===== config.mk =====
export PLATFORM = sky130hd
export DESIGN_NAME = reset_sequencer_flat
export DESIGN_NICKNAME = d
export VERILOG_FILES = /design/src/rtl/reset_sequencer_if.sv /design/src/rtl/reset_sequencer.sv /design/src/flat_wrapper.sv
export SDC_FILE = /design/constraint.sdc
export NUM_CORES = 1
export LEC_CHECK = 0
export ABC_AREA = 1
export BUFFER_PORTS_ARGS = -buffer_cell sky130_fd_sc_hd__buf_4
export CAP_MARGIN = 10
export CORE_MARGIN = 2
export CORE_UTILIZATION = 45
export CTS_CLUSTER_DIAMETER = 60
export CTS_CLUSTER_SIZE = 20
export DETAILED_ROUTE_END_ITERATION = 8
export GPL_ROUTABILITY_DRIVEN = 0
export PLACE_DENSITY = 0.62
export SYNTH_ARGS = -nofsm -noshare
export SYNTH_HDL_FRONTEND = slang
export SYNTH_SLANG_ARGS = --single-unit

===== constraint.sdc =====
create_clock -name clk_core -period 1.22 [get_ports clk_core]
set_input_delay 0.244 -clock clk_core [delete_from_list [all_inputs] [get_ports clk_core]]
set_output_delay 0.244 -clock clk_core [all_outputs]
set_load 0.01 [all_outputs]

===== src/rtl/reset_sequencer_if.sv =====
// Bundle of the PLL-lock / reset-release signals between a board-level
// driver and reset_sequencer. The sequencer connects through the slave
// modport. The driver connects through the master modport and supplies the
// raw lock and the soft-reset request.
interface reset_sequencer_if #(
    parameter int STAGES = 3
);
    logic              pll_locked;
    logic              soft_reset;
    logic              pll_stable;
    logic [STAGES-1:0] stage_reset_n;
    logic              seq_done;

    modport master (
        output pll_locked,
        output soft_reset,
        input  pll_stable,
        input  stage_reset_n,
        input  seq_done
    );

    modport slave (
        input  pll_locked,
        input  soft_reset,
        output pll_stable,
        output stage_reset_n,
        output seq_done
    );
endinterface


===== src/rtl/reset_sequencer.sv =====
// PLL-lock filter and ordered multi-domain reset release.
// The block debounces pll_locked over LOCK_FILTER samples. It then releases
// STAGES active-low resets one at a time, STAGE_DELAY+1 cycles apart.
// Optional macro RESET_SEQ_RELOCK_EN: when defined, losing lock while in RUN
// reasserts every stage and re-sequences. When undefined, RUN only leaves on
// soft_reset or reset_n.
module reset_sequencer #(
    parameter int LOCK_FILTER = 4,
    parameter int STAGES      = 3,
    parameter int STAGE_DELAY = 128
) (
    input  logic               clk_core,
    input  logic               reset_n,
    reset_sequencer_if.slave   bus
);
    localparam int CNT_W = $clog2(STAGE_DELAY + 1);
    localparam int IDX_W = $clog2(STAGES + 1);
    localparam logic [CNT_W-1:0] CNT_MAX  = CNT_W'(STAGE_DELAY);
    localparam logic [IDX_W-1:0] LAST_IDX = IDX_W'(STAGES - 1);

    typedef enum logic [1:0] {
        LOCKWAIT = 2'd0,
        SEQ      = 2'd1,
        RUN      = 2'd2
    } state_t;

    state_t                 state_q, state_d;
    logic [LOCK_FILTER-1:0] window_q, window_d;
    logic                   pll_stable_q, pll_stable_d;
    logic [STAGES-1:0]      stage_rst_n_q, stage_rst_n_d;
    logic                   seq_done_q, seq_done_d;
    logic [CNT_W-1:0]       count_q, count_d;
    logic [IDX_W-1:0]       index_q, index_d;
    logic                   release_now;
    logic                   relock_trip;

`ifdef RESET_SEQ_RELOCK_EN
    assign relock_trip = ~pll_stable_q;
`else
    assign relock_trip = 1'b0;
`endif

    // A stage releases once the per-stage counter has reached its terminal value.
    assign release_now = (state_q == SEQ) && (count_q == CNT_MAX);

    // Lock window shifts in the raw lock. Stable means the whole window was high on the previous edge.
    always_comb begin
        window_d     = (window_q << 1) | LOCK_FILTER'(bus.pll_locked);
        pll_stable_d = &window_q;
    end

    // State register plus all datapath flops; everything clears asynchronously.
    always_ff @(posedge clk_core or negedge reset_n) begin
        if (!reset_n) begin
            state_q       <= LOCKWAIT;
            window_q      <= '0;
            pll_stable_q  <= 1'b0;
            stage_rst_n_q <= '0;
            seq_done_q    <= 1'b0;
            count_q       <= '0;
            index_q       <= '0;
        end else begin
            state_q       <= state_d;
            window_q      <= window_d;
            pll_stable_q  <= pll_stable_d;
            stage_rst_n_q <= stage_rst_n_d;
            seq_done_q    <= seq_done_d;
            count_q       <= count_d;
            index_q       <= index_d;
        end
    end

    // Next-state: soft_reset overrides everything, including a coincident release.
    always_comb begin
        state_d = state_q;
        case (state_q)
            LOCKWAIT: if (pll_stable_q) state_d = SEQ;
            SEQ: begin
                if (!pll_stable_q)
                    state_d = LOCKWAIT;
                else if (release_now && (index_q == LAST_IDX))
                    state_d = RUN;
            end
            RUN:      if (relock_trip) state_d = LOCKWAIT;
            default:  state_d = LOCKWAIT;
        endcase
        if (bus.soft_reset)
            state_d = LOCKWAIT;
    end

    // Outputs and counters: any transition into or stay in LOCKWAIT reasserts every stage on that edge.
    always_comb begin
        stage_rst_n_d = stage_rst_n_q;
        seq_done_d    = seq_done_q;
        count_d       = count_q;
        index_d       = index_q;
        if (state_d == LOCKWAIT) begin
            stage_rst_n_d = '0;
            seq_done_d    = 1'b0;
            count_d       = '0;
            index_d       = '0;
        end else if (state_q == SEQ) begin
            if (release_now) begin
                // OR-ing in the next bit keeps the outputs thermometer-coded from bit 0.
                stage_rst_n_d = stage_rst_n_q | (STAGES'(1) << index_q);
                count_d       = '0;
                index_d       = index_q + 1'b1;
                seq_done_d    = (index_q == LAST_IDX);
            end else begin
                count_d = count_q + 1'b1;
            end
        end
    end

    assign bus.pll_stable    = pll_stable_q;
    assign bus.stage_reset_n = stage_rst_n_q;
    assign bus.seq_done      = seq_done_q;

endmodule

===== src/flat_wrapper.sv =====
// flat-port wrapper written by rule: the top's interface ports become plain ports
module reset_sequencer_flat 
#(
    parameter int LOCK_FILTER = 4,
    parameter int STAGES      = 3,
    parameter int STAGE_DELAY = 128
)
  (clk_core, reset_n, bus_pll_locked, bus_soft_reset, bus_pll_stable, bus_stage_reset_n, bus_seq_done);
  reset_sequencer_if #(.STAGES(STAGES)) bus_i ();
  input  logic clk_core;
  input  logic reset_n;
  input wire logic [$bits(bus_i.pll_locked)-1:0] bus_pll_locked;
  input wire logic [$bits(bus_i.soft_reset)-1:0] bus_soft_reset;
  output wire logic [$bits(bus_i.pll_stable)-1:0] bus_pll_stable;
  output wire logic [$bits(bus_i.stage_reset_n)-1:0] bus_stage_reset_n;
  output wire logic [$bits(bus_i.seq_done)-1:0] bus_seq_done;
  assign bus_i.pll_locked = bus_pll_locked;
  assign bus_i.soft_reset = bus_soft_reset;
  assign bus_pll_stable = bus_i.pll_stable;
  assign bus_stage_reset_n = bus_i.stage_reset_n;
  assign bus_seq_done = bus_i.seq_done;
  reset_sequencer #(.LOCK_FILTER(LOCK_FILTER), .STAGES(STAGES), .STAGE_DELAY(STAGE_DELAY)) u_core (.clk_core(clk_core), .reset_n(reset_n), .bus(bus_i));
endmodule

* Word level (Yosys, flattened, before mapping)
Cells that the tools add are included.
** Storage, ports and cells
- Register bits after elaboration :: 21
- Input bits :: 4
- Output and inout port bits :: 5
- Word-level logic and storage cells :: 41
** Operators by class
- Add/subtract/negate cells :: 2
- Equality and inequality tests :: 4
- Shift-type cells :: 1
- Mux-type cells :: 17
- Bitwise operators :: 2
- Reductions and logical operators :: 8
** Operators with widths (count)
- 2-to-1 mux 8 bit :: 3
- 2-to-1 mux 2 bit :: 7
- 2-to-1 mux 3 bit :: 3
- adder 8 x 1 -> 8 bit (second input constant) :: 1
- equality test 8 bit (second input constant) :: 1
- one-hot mux 2 bit (3 select lines) :: 1
- equality test 2 bit (second input constant) :: 2
- logical NOT 2 bit :: 2
- bitwise OR 4 x 1 -> 4 bit :: 1
- AND reduction 4 bit :: 1
- nonzero test 2 bit :: 2
- 2-to-1 mux 1 bit :: 3
- bitwise OR 3 bit :: 1
- << shifter 1 x 2 -> 3 bit (first input constant) :: 1
- adder 2 x 1 -> 2 bit (second input constant) :: 1
- equality test 2 x 1 -> 1 bit (second input constant) :: 1
- logical AND 1 bit :: 2
- AND reduction 2 bit :: 1

* Depth between registers and ports, before layout
- Depth in word-level cells :: 10
- Depth in mapped cells :: 10
- Gate-level depth less buffers :: 10

* Worst setup path after synthesis
OpenSTA, ideal clock, no wires.
- Path kind :: register -> register
- Start point :: register u_core.count_q[0]
- End point :: register u_core.seq_done_q, in the netlist u_core.bus.seq_done
- Setup time :: 65 ps
- Arrival :: 1272 ps
- Required time :: 1155 ps
- Setup slack :: -117 ps
- Stages on the path, launching flop included :: 11
- Path buffers :: 0
- Clock period less this slack :: 1337 ps
- Path through :: dfrtp_1 > inv_1 > ha_1 > inv_1 > nor2_1 > nand3_2 > nor2_4 > nand2_2 > inv_1 > nand2_1 > nand2_1
** Between the ends
- Word-level cells in the longest chain between the ends :: 10
- Elaborated cells between the ends (all ways) :: 12
- Classes of those cells :: eq/ne (1); mux (5); reduce/logical (6)
** RTL lines
- start: declaration :: RTL line reset_sequencer.sv:32 : logic [CNT_W-1:0] count_q, count_d;
- start signal: assignment :: RTL line reset_sequencer.sv:68 : count_q <= count_d;
- equality test 8 bit * :: RTL line reset_sequencer.sv:44 : assign release_now = (state_q == SEQ) && (count_q == CNT_MAX);
- logical AND 1 bit * :: RTL line reset_sequencer.sv:44
- logical AND 1 bit :: RTL line reset_sequencer.sv:81 : else if (release_now && (index_q == LAST_IDX))
- 2-to-1 mux 2 bit :: RTL line reset_sequencer.sv:81
- 2-to-1 mux 2 bit :: RTL line reset_sequencer.sv:79 : if (!pll_stable_q)
- one-hot mux 2 bit (3 select lines) :: RTL line reset_sequencer.sv:76 : case (state_q)
- 2-to-1 mux 2 bit :: RTL line reset_sequencer.sv:87 : if (bus.soft_reset)
- logical NOT 2 bit :: RTL line reset_sequencer.sv:97 : if (state_d == LOCKWAIT) begin
- nonzero test 2 bit (no line)
- AND reduction 2 bit (no line)
- end signal: assignment :: RTL line reset_sequencer.sv:67 : seq_done_q <= seq_done_d;
- end: declaration :: RTL line reset_sequencer.sv:31 : logic seq_done_q, seq_done_d;
Mark *: on every way between the ends. The rest lies on a longest branch, timed or not.
A chain may end at the register's enable or synchronous reset.

* Worst setup path after layout
- Start point :: register u_core.count_q[1]
- End point :: register u_core.index_q[1]
** Between the ends
- Word-level cells in the longest chain between the ends :: 10
- Elaborated cells between the ends (all ways) :: 12
- Classes of those cells :: eq/ne (1); mux (5); reduce/logical (6)
** RTL lines
- equality test 8 bit * :: RTL line reset_sequencer.sv:44
- logical AND 1 bit * :: RTL line reset_sequencer.sv:44
- logical AND 1 bit :: RTL line reset_sequencer.sv:81
- 2-to-1 mux 2 bit :: RTL line reset_sequencer.sv:81
- 2-to-1 mux 2 bit :: RTL line reset_sequencer.sv:79
- one-hot mux 2 bit (3 select lines) :: RTL line reset_sequencer.sv:76
- 2-to-1 mux 2 bit :: RTL line reset_sequencer.sv:87
- logical NOT 2 bit :: RTL line reset_sequencer.sv:97
- nonzero test 2 bit (no line)
- AND reduction 2 bit (no line)
- end signal: assignment :: RTL line reset_sequencer.sv:69 : index_q <= index_d;
- end: declaration :: RTL line reset_sequencer.sv:33 : logic [IDX_W-1:0] index_q, index_d;
Marks and branches as above.

==> results_dict.tcl <==
set metrics [dict create \
    first_global_vias 780 \
    arrival_ps 1570 \
    failed_checks "negative setup slack" \
    ys_types 18 \
    min_path_cells 4 \
    rows 17 \
    grt.overflow.total 0 \
    wl_per_cell_um 11.5 \
    vias_per_cell 4.90 \
    rsz0062_at_grt "true" \
    utilization 0.617 \
    die_width_um 52.8 \
    ys_warn_count 0 \
    synth_nets 128 \
    final-max-slew-violation-count 0 \
    clk_pin_slew_ps 130 \
    ys_seq_area_frac 0.491 \
    syn_to_final_growth_pct 28.9 \
    power_mw 1.11 \
    hold_path_class "input port to register" \
    reg2reg_to "u_core.index_q[1]" \
    post_synth_main_area_contributors "dfrtp_1 49%, nand2_1 8.8%, inv_1 6.0%" \
    syn-instance-count 119 \
    cts.sinks 21 \
    diodes 0 \
    path_max_fanout 8 \
    synth-seq-cells 21 \
    die-area_um2 2780 \
    drtPass1Iterations 4 \
    cts_htree_levels 1 \
    grt_first_pass_wirelength_um 3490 \
    hold_violations 0 \
    clockRootBuffer "clkbuf_4" \
    grt_use_total 0.179 \
    design_area_um2 1380 \
    ant_nets 0 \
    drt-initial-drc-count 28 \
    rr_startpoint "u_core.count_q[1]" \
    wl_met2_um 954 \
    fin_crit_sh 1.12 \
    maxSlewHeadroom 0.821 \
    synth_top_area_frac 0.491 \
    max_freq_mhz 733 \
    hpwl_um 1550 \
    wl_um 2020 \
    start_util 0.479 \
    via_count 863 \
    cp.required_ps 1420 \
    synth_top_area_cell "dfrtp_1" \
    avgSynthCellArea_um2 8.99 \
    core_area_um2 2230 \
    whs_endpoint "u_core.state_q[1]" \
    cts.path.max_buffers 2 \
    setup_viol 14 \
    drive_above_1_share 0.351 \
    io_buffer_count 8 \
    nFillCells 170 \
    outcome "finished with violations" \
    wl_met1_um 934 \
    period_minus_slack_ps 1360 \
    rr_worst_depth 9 \
    setup_slack_ps -144 \
    min-delay-start "bus_soft_reset" \
    grt_max_degree 22 \
    cpPeakStageDelay_ps 410 \
    cellLeakagePower_nw 0.676 \
    worst_slew_pin_slew_ps 269 \
    clk-insertion-delay-late_ps 310 \
    remaining_drc_errors 0 \
    start_kind "register" \
    io_pins 9 \
    crit_path_end_kind "register" \
    power.density_nw_per_um2 805 \
    finish.net_count 158 \
    dr_wl_met3_um 92 \
    cts_buffers 3 \
    dpl_cell_area_um2 1300 \
    crit_type "register to register" \
    cts_tree "built" \
    cap_viol_max_count 0 \
    path_cells "inv_2, ha_4, inv_2, nor2_4, nand3_2, nor2_4, nor2_4, inv_2, o21ai_2" \
    hold_ws_ps 276 \
    synth_area_um2 1070 \
    antenna_found_initial 0 \
    irDropWorstVdd_uv 584 \
    finClkSkew_ps 9.93 \
    crit_slowest_cell "dfrtp_1" \
    maxUsedRoutingLayer "met4" \
    die_h_um 52.8 \
    r2r_setup_slack_ps -140 \
]
[metrics by stage]
step,std cells,TNS (ps),setup WS [ps]
2_1_floorplan,119,-1050,-99.9
3_3_place_gp,169,-1340,-140
3_5_place_dp,169,-1860,-174
4_1_cts,175,-1200,-111
5_1_grt,176,-2830,-246
6_report,176,-1510,-144
[cell families after synthesis]
kind of cell | synth area share
flops | 0.491
simple gates | 0.333
fa+ha+maj | 0.0585
buf+inv | 0.0702
compound gates | 0.0468
[per-layer routing]
layer,up-vias,track usage
li1,439,-
met1,394,0.242
met2,25,0.279
met3,5,0.0343
met4,0,0.0769
met5,-,0
[Yosys cell counts]
library cell  instances
nand2_4               1
a21oi_1               3
o21ai_0               5
buf_6                 1
ha_1                  5
nand4_1               4
nor2_1               14
nand2_2               3
dfrtp_1              21
nand2_1              25
nand3_1              11
o21ai_1               2
nand3_2               1
nand2_8               1
nor3_4                1
nand3b_4              1
inv_1                17
nor2_4                3
[flip-flops by register name, summed over array words and instances, names as in the netlist]
signal	cells
u_core.window_q	4
u_core.bus.seq_done	1
u_core.index_q	2
u_core.state_q	2
u_core.bus.stage_reset_n	3
u_core.count_q	8
u_core.bus.pll_stable	1
[power breakdown]
group,internal (mW),switching [mW],total [mW]
clock,0.125,0.219,0.344
combinational,0.0246,0.0332,0.0578
sequential,0.704,0.00425,0.709
total,0.854,0.256,1.11
[repair_timing]
action                                 CTS  global route
resized for setup                        3             7
hold buffers                             1             1
pin swaps                                5             5
endpoints found under the hold margin   21             1
setup endpoints to repair               14            16
buffers inserted                         1             0
[layout by cell type (no fill, tap or decap), types with 2 or more instances in the layout]
cell type,instances
a21oi_1,3
buf_4,23
clkbuf_4,3
dfrtp_1,20
dlygate4sd3_1,2
ha_1,4
inv_1,12
inv_2,5
nand2_1,24
nand2_2,4
nand3_1,10
nand3_2,2
nand4_1,4
nor2_1,11
nor2_4,5
o21ai_0,3
o21ai_1,3
[worst max path at each step]
| stage | startpoint | end | slack [ps] | depth (start not counted) |
|---|---|---|---|---|
| 4_1_cts | u_core.count_q[1] | u_core.state_q[0] | -110 | 9 |
| 3_5_place_dp | u_core.count_q[1] | u_core.bus.stage_reset_n[2] | -170 | 10 |
| 5_1_grt | u_core.count_q[0] | u_core.bus.stage_reset_n[2] | -250 | 10 |
| 2_1_floorplan | u_core.count_q[0] | u_core.bus.seq_done | -100 | 10 |
| 3_3_place_gp | u_core.count_q[1] | u_core.state_q[1] | -140 | 8 |
| 6_report | u_core.count_q[1] | u_core.index_q[1] | -140 | 9 |
[worst max-delay path, delay by kind of cell (launching register included)]
family / cells / cell delay (ps)
AOI/OAI and AO/OA: 1 / 50
DFF: 1 / 410
and+or+nand+nor: 4 / 500
buffers and inverters: 3 / 170
adders and majority gates: 1 / 120
[area by class of cell]
type                    instances  area [um^2]  area share
clock buffers                   3         22.5      0.0163
multi-input cells              80          510       0.370
inverters                      17         63.8      0.0463
well taps                      28         35.0      0.0254
repair buffers                 26          213       0.154
clock inverters                 1         7.51     0.00544
flip-flops and latches         21          527       0.382
(Power assumes the default switching activity.)
